==> config.mk <==
export PLATFORM = sky130hd
export DESIGN_NAME = wbs_spi_host
export DESIGN_NICKNAME = d
export VERILOG_FILES = /design/src/rtl/wbs_spi_host.sv
export SDC_FILE = /design/constraint.sdc
export NUM_CORES = 1
export LEC_CHECK = 0
export BUFFER_PORTS_ARGS = -buffer_cell sky130_fd_sc_hd__buf_2
export CAP_MARGIN = 20
export CORE_AREA = 2 2 145 119
export CTS_CLUSTER_DIAMETER = 30
export CTS_CLUSTER_SIZE = 24
export DETAILED_ROUTE_END_ITERATION = 12
export DIE_AREA = 0 0 147 121
export SLEW_MARGIN = 20
export SYNTH_ARGS = -nofsm -noshare
export SYNTH_HDL_FRONTEND = slang
export SYNTH_SLANG_ARGS = --single-unit
==> constraint.sdc <==
create_clock -name wb_clk_i -period 4.65 [get_ports wb_clk_i]
set_input_delay 0.2325 -clock wb_clk_i [delete_from_list [all_inputs] [get_ports wb_clk_i]]
set_output_delay 0.2325 -clock wb_clk_i [all_outputs]
set_load 0.005 [all_outputs]
==> src/rtl/wbs_spi_host.sv <==
// wbs_spi_host
// Wishbone classic slave that turns each single-word transfer into one SPI
// frame (mode 0, MSB first) toward an spi_to_wbs-style SPI slave.
//   write frame: 0x02, adr[31:0], dat[31:0]
//   read frame : 0x03, adr[31:0], DUMMY_BITS turnaround bits, 32 data bits in
// Parameters:
//   CLK_DIV    - wb_clk_i cycles per SCK half-period (1..255)
//   DUMMY_BITS - turnaround bits between read address and read data (0..31)
// Ports:
//   wb_clk_i, wb_rst_i      clock, synchronous active-high reset
//   wbs_cyc_i, wbs_stb_i    Wishbone request qualifiers
//   wbs_we_i                1 = write frame, 0 = read frame
//   wbs_adr_i, wbs_dat_i    address and write data, both sent in full
//   wbs_dat_o               data from the most recent read frame
//   wbs_ack_o               one-cycle completion pulse
//   busy_o                  high from request accept until back in IDLE
//   spi_sck, spi_cs_n, spi_mosi, spi_miso   SPI master port
module wbs_spi_host #(
  parameter int CLK_DIV    = 2,
  parameter int DUMMY_BITS = 8
) (
  input  logic        wb_clk_i,
  input  logic        wb_rst_i,
  input  logic        wbs_cyc_i,
  input  logic        wbs_stb_i,
  input  logic        wbs_we_i,
  input  logic [31:0] wbs_adr_i,
  input  logic [31:0] wbs_dat_i,
  output logic [31:0] wbs_dat_o,
  output logic        wbs_ack_o,
  output logic        busy_o,
  output logic        spi_sck,
  output logic        spi_cs_n,
  output logic        spi_mosi,
  input  logic        spi_miso
);

  localparam logic [7:0] CMD_WR   = 8'h02;
  localparam logic [7:0] CMD_RD   = 8'h03;
  localparam logic [6:0] NBITS_WR = 7'd72;
  localparam logic [6:0] NBITS_RD = 7'(72 + DUMMY_BITS);
  localparam logic [7:0] DIV_LAST = 8'(CLK_DIV - 1);

  typedef enum logic [2:0] {
    IDLE,
    CS_SETUP,
    SHIFT,
    CS_HOLD,
    ACK
  } state_t;

  state_t      state;
  logic [7:0]  div_cnt;    // cycles left in the current phase, minus one
  logic [6:0]  bit_cnt;    // bits still to be clocked out
  logic [71:0] shreg;      // outgoing frame, MSB is the bit on mosi
  logic [31:0] rd_shift;   // every sampled miso bit; the last 32 are kept
  logic [31:0] rd_data;
  logic        we_lat;
  logic        aborted;    // cyc dropped at some point during this frame
  logic        sck;
  logic        cs_n;
  logic        mosi;
  logic        ack;
  logic        busy;

  always_ff @(posedge wb_clk_i) begin
    if (wb_rst_i) begin
      state    <= IDLE;
      div_cnt  <= 8'd0;
      bit_cnt  <= 7'd0;
      shreg    <= 72'd0;
      rd_shift <= 32'd0;
      rd_data  <= 32'd0;
      we_lat   <= 1'b0;
      aborted  <= 1'b0;
      sck      <= 1'b0;
      cs_n     <= 1'b1;
      mosi     <= 1'b0;
      ack      <= 1'b0;
      busy     <= 1'b0;
    end else begin
      case (state)
        IDLE: begin
          ack <= 1'b0;
          if (wbs_cyc_i && wbs_stb_i && !ack) begin
            state   <= CS_SETUP;
            cs_n    <= 1'b0;
            busy    <= 1'b1;
            we_lat  <= wbs_we_i;
            aborted <= 1'b0;
            div_cnt <= DIV_LAST;
            // Read frames carry zeros in the data slot so that mosi is
            // naturally 0 for the turnaround and data bits.
            shreg   <= {(wbs_we_i ? CMD_WR : CMD_RD), wbs_adr_i,
                        (wbs_we_i ? wbs_dat_i : 32'd0)};
            mosi    <= wbs_we_i ? CMD_WR[7] : CMD_RD[7];
            bit_cnt <= wbs_we_i ? NBITS_WR : NBITS_RD;
          end
        end

        CS_SETUP: begin
          if (div_cnt == 8'd0) begin
            state   <= SHIFT;
            div_cnt <= DIV_LAST;
          end else begin
            div_cnt <= div_cnt - 8'd1;
          end
        end

        SHIFT: begin
          if (div_cnt != 8'd0) begin
            div_cnt <= div_cnt - 8'd1;
          end else begin
            div_cnt <= DIV_LAST;
            if (!sck) begin
              sck <= 1'b1;
            end else begin
              // End of a high phase: sample miso on the same edge that
              // drops sck, and present the next bit.
              sck      <= 1'b0;
              rd_shift <= {rd_shift[30:0], spi_miso};
              bit_cnt  <= bit_cnt - 7'd1;
              if (bit_cnt == 7'd1) begin
                state <= CS_HOLD;
                mosi  <= 1'b0;
              end else begin
                shreg <= {shreg[70:0], 1'b0};
                mosi  <= shreg[70];
              end
            end
          end
        end

        CS_HOLD: begin
          if (div_cnt == 8'd0) begin
            state <= ACK;
            cs_n  <= 1'b1;
            ack   <= wbs_cyc_i && !aborted;
            if (!we_lat) begin
              rd_data <= rd_shift;
            end
          end else begin
            div_cnt <= div_cnt - 8'd1;
          end
        end

        ACK: begin
          state <= IDLE;
          ack   <= 1'b0;
          busy  <= 1'b0;
        end

        default: begin
          state <= IDLE;
          cs_n  <= 1'b1;
          sck   <= 1'b0;
          ack   <= 1'b0;
          busy  <= 1'b0;
        end
      endcase

      // A dropped cycle never truncates the frame; it only suppresses ack.
      if (busy && !wbs_cyc_i) begin
        aborted <= 1'b1;
      end
    end
  end

  assign wbs_dat_o = rd_data;
  assign wbs_ack_o = ack;
  assign busy_o    = busy;
  assign spi_sck   = sck;
  assign spi_cs_n  = cs_n;
  assign spi_mosi  = mosi;

endmodule

# [Word-level counts from Yosys, hierarchy flattened]
# Cells that the tools add are included.
[op_classes] addsub=2 n_eq_ne=13 mux=40 bitwise_logic=6 n_reduce_logical=30
[op_table] cell="two-way mux 71 bit" n=4
[op_table] cell="case mux 71 bit (2 select lines)" n=1
[op_table] cell="two-way mux 32 bit" n=1
[op_table] cell="two-way mux 8 bit" n=4
[op_table] cell="case mux 8 bit (4 select lines)" n=1
[op_table] cell="two-way mux 7 bit" n=3
[op_table] cell="two-way mux 3 bit" n=6
[op_table] cell="!= test 2 bit, second input constant" n=8
[op_table] cell="case mux 7 bit (2 select lines)" n=1
[op_table] cell="two-way mux 1 bit" n=12
[op_table] cell="case mux 3 bit (4 select lines)" n=1
[op_table] cell="AND reduction 3 bit" n=4
[op_table] cell="AND reduction 2 bit" n=5
[op_table] cell="zero test 8 bit" n=1
[op_table] cell="case mux 1 bit (2 select lines)" n=4
[op_table] cell="nonzero test 8 bit" n=1
[op_table] cell="subtractor 8 x 1 -> 8 bit, second input constant" n=1
[op_table] cell="equality test 7 x 1 -> 1 bit, second input constant" n=1
[op_table] cell="subtractor 7 x 1 -> 7 bit, second input constant" n=1
[op_table] cell="equality test 3 x 2 -> 1 bit, second input constant" n=2
[op_table] cell="inverter 1 bit" n=6
[op_table] cell="AND reduction 6 bit" n=1
[op_table] cell="nonzero test 2 bit" n=3
[op_table] cell="OR reduction 3 bit" n=2
[op_table] cell="12 further kinds" n=17
[totals] regBits=160 in_bits=70 output_inout_bits=37 wordCells=104

# [Longest topological paths before layout]
[logic_depth] depth_word=5 mapped_depth=9 mapped_depth_nobuf=6

# [Worst setup path after synthesis]
# OpenSTA, ideal clock, no wires.
[synth_timing] path_kind="reg2reg" start="register div_cnt[0]" end="register rd_data[10], in the netlist wbs_dat_o[10]" setup_ps=132 arrival_time_ps=2188 t_required_ps=4518 slack_ps=2330 stages_incl_launch_ff=9 path_buffers=2 period_less_slack_ps=2320 cell_sequence="dfxtp_1 > inv_1 > ha_1 > nor4bb_1 > or4b_2 > clkbuf_1 > clkbuf_1 > nand2_1 > a21oi_1"
[synth_between] elab_chain_len=2
[synth_lines] element="start, declared" line="53" text="logic [7:0] div_cnt;"
[synth_lines] element="start signal, assigned" line="106" text="div_cnt <= div_cnt - 8'd1;"
[synth_lines] element="start signal, assigned" line="112" text="div_cnt <= div_cnt - 8'd1;"
[synth_lines] element="start signal, assigned" line="143" text="div_cnt <= div_cnt - 8'd1;"
[synth_lines] element="zero test 8 bit" line="135" text="if (div_cnt == 8'd0) begin"
[synth_lines] element="AND reduction 3 bit (no source line)"
[synth_lines] element="end signal, assigned" line="140" text="rd_data <= rd_shift;"
[synth_lines] element="end, declared" line="57" text="logic [31:0] rd_data;"
# No other way between the ends.
# A chain may end at the register's enable or synchronous reset.

# [Final worst setup path]
[layout_timing] start="register div_cnt[0]" end="register rd_data[5], in the netlist wbs_dat_o[5]"
# Same word-level chain as after synthesis.

==> impl_metrics.yaml <==
outcome:
  status: "completed"
power:
  total_leakage_power_nw: 3.41
  pwr-share-seq_pct: 39.0
  p_int_w: 0.00289
  sw_frac_of_total_pct: 30.9
  power_frac_clock_pct: 35.4
  irDropWorstVdd_mv: 0.265
  powerDensity_nw_per_um2: 494
  combPwrFrac_pct: 25.6
  switching_power_w: 0.00129
floorplan:
  rows: 42
  fp.coreArea_um2: 16300
  io_pins: 107
  die-width_um: 147
  dieHeight_um: 121
  start_util_pct: 44.2
  die_area_um2: 17800
finish:
  nets: 1009
  stdcell_count: 1167
  syn_to_final_growth_pct: 17.6
  drive_gt1_share_pct: 23.3
  nFillCells: 1588
  diodes: 0
cts:
  numClockSinks: 160
  cts_tree: "done"
  post_cts_buffers: 0
  clock_latency_ps: 420
  cts-buffers-inserted: 17
  clk_pin_slew_ps: 70
  ctsResizeCount: 0
  cts_max_level: 4
  clockRootBuffer: "clkbuf_16"
  cts_hold_buffers: 0
  cts_max_path_buffers: 2
hold_path:
  hold_start: "spi_miso"
  worstHoldPathType: "in2reg"
  holdPathStages: 3
  min_to: "rd_shift[0]"
synthesis:
  synth_seq_cells: 160
  syn-num-nets: 945
  seq_area_frac_synth_pct: 44.5
  synth_ff_type: "dfxtp_1"
  synth_commonest_cells: "nand2_1, dfxtp_1, a21oi_1"
  netlist_top_cells_area: "dfxtp_1, nand2_1, mux2_2"
  synth.area.mux_share_pct: 14.4
  synthArstFlopShare_pct: 0
  yosys.cell_types.count: 52
  synth_compound_area_share_pct: 12.4
  synth-xor-area-share_pct: 0.122
  syn_area_um2: 7200
  synth_top_area_cell: "dfxtp_1"
  synth_edf_count: 0
  synth_top_cell_area_share_pct: 44.5
  synth_top_family_by_area: "simple AND/OR/NAND/NOR gates"
  yosys_warnings: 0
  syn_avg_cell_area_um2: 8.27
  syn_inst: 871
  yosys.area_share.simple_pct: 23.3
  yosysMostFrequentCell: "nand2_1"
  synthAdderAreaFrac_pct: 0.695
detailed_routing:
  routed_wl_um: 15700
  vias_per_cell: 5.10
  dr.pass1.iters: 4
  vias: 5951
  wl_per_cell_um: 13.4
  drc: 0
  drt_iter0_drc: 331
  ant_nets: 0
worst_setup_path:
  startpoint_type: "register"
  path_class: "reg2reg"
  max_stage_delay_ps: 1030
  reg2reg_setup_slack_ps: 1860
  cp_data_arrival_time_ps: 3050
  crit_slowest_cell: "or4b_2"
  r2r-end: "wbs_dat_o[5]"
  crit_path_max_fanout: 32
  worstReg2RegStart: "div_cnt[0]"
  reg2regPathDepth: 6
  endpoint_kind: "register"
  worstPathRequired_ps: 4910
  cp_cell_sequence: "inv_1, ha_1, nor4bb_1, or4b_2, nand2_1, a21oi_1"
global_routing:
  grt.total_usage_pct: 18.4
  grt_start_max_net_pins: 77
  grt.overflow.total: 0
  grt_pass1_wl_um: 26900
  antenna_found_initial: 0
  grt_pass1_vias: 5444
run:
  maxCapViolCount: 0
timing:
  rsz0062_at_grt: "no"
  layout_worst_path_cycle_share_pct: 59.9
  tightest_slew_ps: 1000
  fmax_mhz: 359
  tns_ps: 0
  hold_viol_final: 0
  finalSetupViolCount: 0
  slew_viol_final: 0
  finalClockSkew_ps: 9.71
  period_needed_ps: 2790
  relSlewSlack_pct: 33.3
place:
  place_inst: 1136
  port_buffers: 106
  gp_congestion: 0.793
  dp_hpwl_um: 9570
==> placed cells by master (no fill, tap or decap), types with 3 or more instances in the layout <==
cell type	n
nand3b_1	3
o21ai_0	7
or3_1	5
inv_1	10
o22ai_1	10
mux2_2	63
nor4_1	5
nor3_1	5
or4_1	9
dfxtp_1	160
nor2_1	10
ha_1	4
clkbuf_16	17
buf_2	105
mux2i_1	33
buf_4	12
clkinv_4	3
nand2_1	239
nand4b_1	3
bufinv_16	4
nor2b_1	32
o31ai_1	6
a21oi_1	112
nand3_1	39
a211oi_1	3
==> flip-flops by register name (all words and copies together), names as in the netlist <==
| signal | count |
|---|---|
| busy_o | 1 |
| aborted | 1 |
| div_cnt | 8 |
| shreg | 71 |
| spi_mosi | 1 |
| rd_shift | 32 |
| we_lat | 1 |
| bit_cnt | 7 |
| spi_cs_n | 1 |
| spi_sck | 1 |
| wbs_ack_o | 1 |
| state | 3 |
| wbs_dat_o | 32 |
==> worst max-delay path by stage <==
stage,start,to,slack (ps)
6_report,div_cnt[0],wbs_dat_o[5],1860
5_1_grt,state[1],shreg[4],1620
4_1_cts,div_cnt[0],wbs_dat_o[5],1880
3_5_place_dp,div_cnt[0],wbs_dat_o[1],1890
3_3_place_gp,state[1],shreg[31],1850
2_1_floorplan,div_cnt[0],wbs_dat_o[10],2330
==> metrics by stage <==
| stage | instance area [um^2] | total power, W | hold WS [ps] | worst slack (ps) | utilization (%) |
|---|---|---|---|---|---|
| after global routing | 8470 | 0.00442 | 56.0 | 1620 | 52.0 |
| after detailed placement | 7850 | 0.00272 | 440 | 1890 | 48.2 |
| after CTS | 8470 | 0.00422 | 41.6 | 1880 | 52.0 |
| final | 8470 | 0.00418 | 65.5 | 1860 | 52.0 |
| after floorplan | 7200 | 0.00246 | 368 | 2330 | - |
| after global placement | 7850 | 0.00273 | 436 | 1850 | 48.2 |
==> area by class of cell <==
cell class,instances,area (um^2),share of cell area [%]
Tap cell,220,275,3.25
Multi-Input combinational cell,628,3710,43.8
Clock inverter,11,179,2.11
Timing Repair Buffer,117,616,7.27
Sequential cell,160,3200,37.8
Inverter,11,41.3,0.487
Clock buffer,20,447,5.27
==> metal layers <==
layer	share of wire, %	global-route usage (%)	wire length, um
met1	51	26.3	8030
met2	43	27.4	6770
met3	4.8	4.96	746
met4	0.87	4.87	137
met5	0	0	0
==> power groups by stage <==
stage          Sequential, W  Combinational (W)  Clock (W)
2_1_floorplan        0.00161           0.000852          0
3_3_place_gp         0.00166            0.00107          0
3_5_place_dp         0.00166            0.00107          0
4_1_cts              0.00163            0.00107    0.00152
5_1_grt              0.00165            0.00119    0.00158
6_report             0.00163            0.00107    0.00148
==> critical path, delay by kind of cell (launching register included) <==
kind                     cells  cell delay [ps]
AO/OA/AOI/OAI                1               80
adder cells (fa/ha/maj)      1              200
buffers and inverters        1              120
flip-flops                   1              350
AND/OR/NAND/NOR              3             1870
==> logic make-up after synthesis <==
family / Yosys count
and+or+nand+nor: 369
buffers and inverters: 83
xor gates and xnor gates: 1
AOI/OAI and AO/OA: 158
DFF: 160
adders and majority gates: 4
muxes: 96
No activity file was read; power rests on OpenSTA's default activity.
